===== src/rtl/genram_rr_arbiter_pkg.sv =====
// Shared definitions for the round-robin RAM arbiter: sizing helper,
// requester index type and the "no owner" encoding.
package genram_rr_arbiter_pkg;

  // Ceiling log2, never less than 1 so a 2-entry thing still gets a bit.
  function automatic int clogb2(input int n);
    int r;
    int v;
    r = 0;
    v = 1;
    while (v < n) begin
      v = v * 2;
      r = r + 1;
    end
    if (r == 0) begin
      r = 1;
    end
    return r;
  endfunction

  // Largest requester count the arbiter is built for.
  localparam int MAX_NREQ = 16;

  // Requester index plus one spare bit, so OWNER_NONE never aliases a real index.
  localparam int REQ_IDX_W = clogb2(MAX_NREQ) + 1;

  typedef logic [REQ_IDX_W-1:0] req_idx_t;

  // Owner register value meaning "no burst lock held".
  localparam req_idx_t OWNER_NONE = '1;

endpackage


===== src/rtl/genram_rr_pick.sv =====
// Combinational round-robin search: first requester with i_req set,
// starting at i_ptr and wrapping past NREQ-1 back to 0.
module genram_rr_pick
  import genram_rr_arbiter_pkg::*;
#(
  parameter int NREQ  = 4,
  parameter int IDX_W = clogb2(NREQ)
) (
  input  logic [NREQ-1:0]  i_req,
  input  logic [IDX_W-1:0] i_ptr,
  output logic             o_valid,
  output logic [IDX_W-1:0] o_idx
);

  localparam int SUM_W = IDX_W + 1;
  localparam logic [SUM_W-1:0] NREQ_S = SUM_W'(NREQ);

  logic [SUM_W-1:0] w_sum;
  logic [IDX_W-1:0] w_cand;

  // Walk the candidates in priority order from i_ptr; keep the first hit.
  always_comb begin
    o_valid = 1'b0;
    o_idx   = '0;
    w_sum   = '0;
    w_cand  = '0;
    for (int i = 0; i < NREQ; i++) begin
      w_sum  = {1'b0, i_ptr} + SUM_W'(i);
      w_cand = (w_sum >= NREQ_S) ? IDX_W'(w_sum - NREQ_S) : w_sum[IDX_W-1:0];
      if (!o_valid && i_req[w_cand]) begin
        o_valid = 1'b1;
        o_idx   = w_cand;
      end
    end
  end

endmodule


===== src/rtl/genram_rr_arbiter.sv =====
// Round-robin arbiter sharing one single-port RAM between NREQ clients,
// with a short burst lock and read-tag tracking so each read result is
// flagged back to the requester that issued it.
module genram_rr_arbiter
  import genram_rr_arbiter_pkg::*;
#(
  parameter int NREQ       = 4,
  parameter int ADDR_W     = 10,
  parameter int DATA_W     = 32,
  parameter int RD_LATENCY = 1,
  parameter int MAX_BURST  = 4
) (
  input  logic                     clk_i,
  input  logic                     rst_n_i,
  input  logic [NREQ-1:0]          req_i,
  input  logic [NREQ-1:0]          we_i,
  input  logic [NREQ*ADDR_W-1:0]   addr_i,
  input  logic [NREQ*DATA_W-1:0]   wdata_i,
  output logic [NREQ-1:0]          ack_o,
  output logic [NREQ-1:0]          rvalid_o,
  output logic [DATA_W-1:0]        rdata_o,
  output logic                     ram_en_o,
  output logic                     ram_we_o,
  output logic [ADDR_W-1:0]        ram_addr_o,
  output logic [DATA_W-1:0]        ram_d_o,
  input  logic [DATA_W-1:0]        ram_q_i
);

  localparam int IDX_W = clogb2(NREQ);
  localparam int CNT_W = clogb2(MAX_BURST + 1);
  localparam logic [CNT_W-1:0] BURST_MAX = CNT_W'(MAX_BURST);

  // Arbitration state
  logic [IDX_W-1:0] r_ptr;
  req_idx_t         r_owner;
  logic [CNT_W-1:0] r_burst_cnt;
  logic [NREQ-1:0]  r_rvalid;

  // Per-requester unpacked views of the packed buses
  logic [ADDR_W-1:0] w_addr  [NREQ];
  logic [DATA_W-1:0] w_wdata [NREQ];

  logic             w_owner_valid;
  logic [IDX_W-1:0] w_owner_idx;
  logic             w_lock;
  logic             w_pick_valid;
  logic [IDX_W-1:0] w_pick_idx;
  logic             w_gnt_valid;
  logic [IDX_W-1:0] w_gnt_idx;
  logic             w_gnt_is_owner;
  logic [IDX_W-1:0] w_ptr_next;
  logic             w_rd_issue;
  logic [NREQ-1:0]  w_rd_issue_onehot;
  logic [NREQ-1:0]  w_rd_tag_onehot;

  genvar gi;

  generate
    for (gi = 0; gi < NREQ; gi++) begin : g_unpack
      assign w_addr[gi]  = addr_i[gi*ADDR_W +: ADDR_W];
      assign w_wdata[gi] = wdata_i[gi*DATA_W +: DATA_W];
    end
  endgenerate

  // Ordinary round-robin candidate, used whenever the burst lock does not apply.
  genram_rr_pick #(
    .NREQ  (NREQ),
    .IDX_W (IDX_W)
  ) u_pick (
    .i_req   (req_i),
    .i_ptr   (r_ptr),
    .o_valid (w_pick_valid),
    .o_idx   (w_pick_idx)
  );

  // The owner keeps the RAM while it still requests and has burst budget left.
  assign w_owner_valid = (r_owner != OWNER_NONE);
  assign w_owner_idx   = r_owner[IDX_W-1:0];
  assign w_lock        = w_owner_valid && req_i[w_owner_idx] && (r_burst_cnt < BURST_MAX);

  // Combinational outputs are forced idle while reset is held.
  assign w_gnt_valid    = rst_n_i && (w_lock || w_pick_valid);
  assign w_gnt_idx      = w_lock ? w_owner_idx : w_pick_idx;
  assign w_gnt_is_owner = w_owner_valid && (w_gnt_idx == w_owner_idx);
  assign w_ptr_next     = (w_gnt_idx == IDX_W'(NREQ - 1)) ? '0 : (w_gnt_idx + 1'b1);

  generate
    for (gi = 0; gi < NREQ; gi++) begin : g_ack
      assign ack_o[gi] = w_gnt_valid && (w_gnt_idx == IDX_W'(gi));
    end
  endgenerate

  // RAM port is a straight mux of the granted requester's fields.
  assign ram_en_o   = w_gnt_valid;
  assign ram_we_o   = w_gnt_valid && we_i[w_gnt_idx];
  assign ram_addr_o = w_addr[w_gnt_idx];
  assign ram_d_o    = w_wdata[w_gnt_idx];

  // Read data is shared; rvalid_o tells which requester it belongs to.
  assign rdata_o = ram_q_i;

  // Reads launched this cycle, as a one-hot by requester.
  assign w_rd_issue        = w_gnt_valid && !we_i[w_gnt_idx];
  assign w_rd_issue_onehot = ack_o & {NREQ{w_rd_issue}};

  // Pointer, owner and burst counter; an idle cycle always drops the lock.
  always_ff @(posedge clk_i or negedge rst_n_i) begin
    if (!rst_n_i) begin
      r_ptr       <= '0;
      r_owner     <= OWNER_NONE;
      r_burst_cnt <= '0;
    end else if (w_gnt_valid) begin
      if (w_gnt_is_owner) begin
        // Saturate: once the budget is spent the owner only wins through plain RR.
        if (r_burst_cnt != BURST_MAX) begin
          r_burst_cnt <= r_burst_cnt + 1'b1;
        end
      end else begin
        r_owner     <= REQ_IDX_W'(w_gnt_idx);
        r_burst_cnt <= CNT_W'(1);
      end
      r_ptr <= w_ptr_next;
    end else begin
      r_owner     <= OWNER_NONE;
      r_burst_cnt <= '0;
    end
  end

  // Read tag delay: the rvalid register itself supplies the final cycle of latency.
  generate
    if (RD_LATENCY == 1) begin : g_lat1
      assign w_rd_tag_onehot = w_rd_issue_onehot;
    end else begin : g_latn
      localparam int TAG_D = RD_LATENCY - 1;

      logic [TAG_D-1:0]            r_tag_vld;
      logic [TAG_D-1:0][IDX_W-1:0] r_tag_idx;

      // Shift {valid, index} of each launched read toward the rvalid register.
      always_ff @(posedge clk_i or negedge rst_n_i) begin
        if (!rst_n_i) begin
          r_tag_vld <= '0;
          r_tag_idx <= '0;
        end else begin
          r_tag_vld[0] <= w_rd_issue;
          r_tag_idx[0] <= w_gnt_idx;
          for (int i = 1; i < TAG_D; i++) begin
            r_tag_vld[i] <= r_tag_vld[i-1];
            r_tag_idx[i] <= r_tag_idx[i-1];
          end
        end
      end

      for (gi = 0; gi < NREQ; gi++) begin : g_dec
        assign w_rd_tag_onehot[gi] = r_tag_vld[TAG_D-1] && (r_tag_idx[TAG_D-1] == IDX_W'(gi));
      end
    end
  endgenerate

  // Registered one-hot rvalid, lined up with ram_q_i.
  always_ff @(posedge clk_i or negedge rst_n_i) begin
    if (!rst_n_i) begin
      r_rvalid <= '0;
    end else begin
      r_rvalid <= w_rd_tag_onehot;
    end
  end

  assign rvalid_o = r_rvalid;

endmodule


===== config.mk =====
export PLATFORM = sky130hd
export DESIGN_NAME = genram_rr_arbiter
export DESIGN_NICKNAME = d
export VERILOG_FILES = /design/src/rtl/genram_rr_arbiter_pkg.sv /design/src/rtl/genram_rr_pick.sv /design/src/rtl/genram_rr_arbiter.sv
export SDC_FILE = /design/constraint.sdc
export NUM_CORES = 1
export LEC_CHECK = 0
export CAP_MARGIN = 25
export CORE_AREA = 3 3 114 116
export DETAILED_ROUTE_END_ITERATION = 12
export DIE_AREA = 0 0 117 119
export DONT_BUFFER_PORTS = 1
export HOLD_SLACK_MARGIN = 0.02
export PLACE_DENSITY = 0.32
export SKIP_CTS_REPAIR_TIMING = 1
export SLEW_MARGIN = 20
export SYNTH_ARGS = -nofsm -noshare
export SYNTH_HDL_FRONTEND = slang
export SYNTH_SLANG_ARGS = --single-unit

===== constraint.sdc =====
create_clock -name clk_i -period 4.3 [get_ports clk_i]
set_clock_uncertainty 0.15 [all_clocks]
set_input_delay 0.215 -clock clk_i [delete_from_list [all_inputs] [get_ports clk_i]]
set_output_delay 0.215 -clock clk_i [all_outputs]
set_load 0.1 [all_outputs]

==> flow_summary.toml <==
[cells_and_area]
seq_area_um2 = 304
area_delta_synth_final_pct = 18.7
layout_common_cells = "87 x mux2i_1, 46 x buf_4, 42 x mux2i_2"
stdcell_count = 409
n_antenna_cell = 0
layout.nets = 479
multiInputGateArea_um2 = 1900
mostFrequentLayoutCell = "mux2i_1"
fillers = 1301
drive_above_1_share_pct = 39.7

[clock_tree]
cts_sinks = 12
insertion_delay_ns = 0.24
clockBufferDepth = 2
cts-root-buf = "clkbuf_16"
clkSlewWorstSetupHoldPaths_ns = 0.04
cts_tree = "done"
cts_max_level = 1
cts_buffers = 3

[yosys]
synth.area.top_cells = "mux2i_1 53%, buf_4 11%, dfrtp_1 9.3%, dfstp_2 3.2%, ha_1 3.1%"
synthCells = 258
yosysSeqAreaShare_pct = 12.5
synth_nets = 474
ys_ff_latch = 12
synth_top_area_share_pct = 53.2
netlist_area_um2 = 2430
synth_top_area_cell = "mux2i_1"
yosysWarnings = 0
synth_area_per_cell_um2 = 9.41
synth_cell_types = 37

[grt]
antenna_found_initial = 0
grtUsageTotal_pct = 10.7
grt_overflow_total = 0
grt_max_degree = 90
grt_pass1_vias = 2024
grt_pass1_wl_um = 11700

[sta]
finalWorstSetupSlack_ns = 0.949
setup_tns_ns = 0
period_share_pct = 77.9
hold_viol_final = 0
rsz0062_at_grt = "no"
timing.final.max_slew_violations = 0
holdWs_ns = 0.0507
worstMarginPinSlew_ns = 0.991
relSlewSlack_pct = 34.0
fin_crit_ns = 3.35
max_freq_mhz = 298
setup_viol = 0

[routing]
post_drt_wl_per_cell_um = 19.8
route.detailed.drc = 0
drtIter0Drc = 75
drt-vias-per-instance = 4.71
firstDrtPassIters = 4
wirelength_um = 8090
drtAntennaViolNets = 0
num_vias = 1928

[worst_setup_path]
crit_path_end_kind = "output pin"
critPathMaxStageDelay_ns = 0.61
startpoint_type = "register"
cp_max_fo = 26
cpMaxStageDelayCell = "dfstp_2"
reg2reg_depth = 9
crit_type = "reg -> out"
path_cells = "mux2i_1 -> or2_2 -> o21a_4 -> buf_4 -> mux2i_2 -> buf_4"
cpMostUsedCell = "buf_4"
worstPathArrival_ns = 2.99
crit_required_ns = 3.93

[die]
die_area_um2 = 13900
die_w_um = 117
die_height_um = 119
core_area_um2 = 12000
ios = 294
initial_utilization_pct = 20.2
rows = 40

[placed_design]
dp_hpwl_um = 6980
gp_congestion = 0.770
post-place-ws_ns = 1.01
io_buffers = 0
dp_cells = 404

[hold_path]
min_path_type = "in -> reg"
whs_path_depth = 2

[job]
maxCapViolCount = 0

[run_status]
status = "completed"
[sequential cells by signal (all words and copies together) (netlist names)]
name	flops
r_ptr	2
rvalid_o	4
r_burst_cnt	3
r_owner	3
[worst max-delay path: cells and delay by family, from the launching register on]
kind            cells  cell delay, ns
mux                 2            0.53
buf+inv             2            0.85
simple gates        1            0.19
compound gates      1            0.52
flops               1            0.61
[logic make-up (layout without fill, tap and decap cells)]
group	after synthesis	count (layout)	share of synthesized area [%]
multiplexers	130	130	54.1
buffers and inverters	55	59	16.5
AND/OR/NAND/NOR	38	38	8.24
AO/OA/AOI/OAI	16	16	5.15
flip-flops	12	12	12.5
adder cells (fa/ha/maj)	6	6	3.09
XOR/XNOR	1	1	0.361
[Yosys cell counts, drive strengths merged]
library cell,number
o2bb2ai,1
inv,7
a21o,1
ha,6
a311oi,1
nor4,1
a2bb2oi,1
a31oi,1
nand2b,4
o31a,1
o41ai,1
nand3b,2
a21oi,4
o21a,1
or2,2
dfstp,3
nor2b,5
and2,4
o22ai,1
nor2,3
buf,44
mux2i,129
nand2,11
clkbuf,4
o21ai,2
o211a,1
mux4,1
nor3,4
or3,2
xnor2,1
dfrtp,9
[layout make-up]
cell class	count	share of cell area, %
multi-input cells	191	66.0
clock buffers	4	3.08
inverters	7	0.912
flip-flops and latches	12	10.6
well taps	147	6.38
repair buffers	48	13.0
[metrics by stage]
stage	cell area (µm²)	util, %
global route	2880	24.0
global placement	2780	23.2
finish	2880	24.0
floorplan	2430	-
detailed placement	2780	23.2
CTS	2870	23.9
[path summary, 6_finish.rpt]
path / endpoint / startpoint / slack, ns
setup / recovery: ram_d_o[5] / r_owner[0]$_DFFE_PN1P_ / 0.95
hold / removal: r_burst_cnt[0]$_DFFE_PN0P_ / rst_n_i / 0.05
setup reg to reg: rvalid_o[0]$_DFF_PN0_ / r_owner[0]$_DFFE_PN1P_ / 1.10
hold reg to reg: r_owner[3]$_DFFE_PN1P_ / r_owner[3]$_DFFE_PN1P_ / 0.37
max in group asynchronous: r_owner[0]$_DFFE_PN1P_ / rst_n_i / 3.38
min in group asynchronous: rvalid_o[2]$_DFF_PN0_ / rst_n_i / 0.26
[routing by layer]
metal / share of wire [%] / wire length [µm] / global-route usage, % / vias up
met1: 35 / 2840 / 12.3 / 883
met3: 11 / 855 / 3.91 / 2
li1: - / - / - / 908
met2: 54 / 4380 / 19.6 / 135
met5: 0 / 0 / 0 / -
met4: 0.16 / 13 / 0.645 / 0
Power is not shown: default switching activity piles up to over one toggle a cycle in this logic, so the estimate is an artifact.
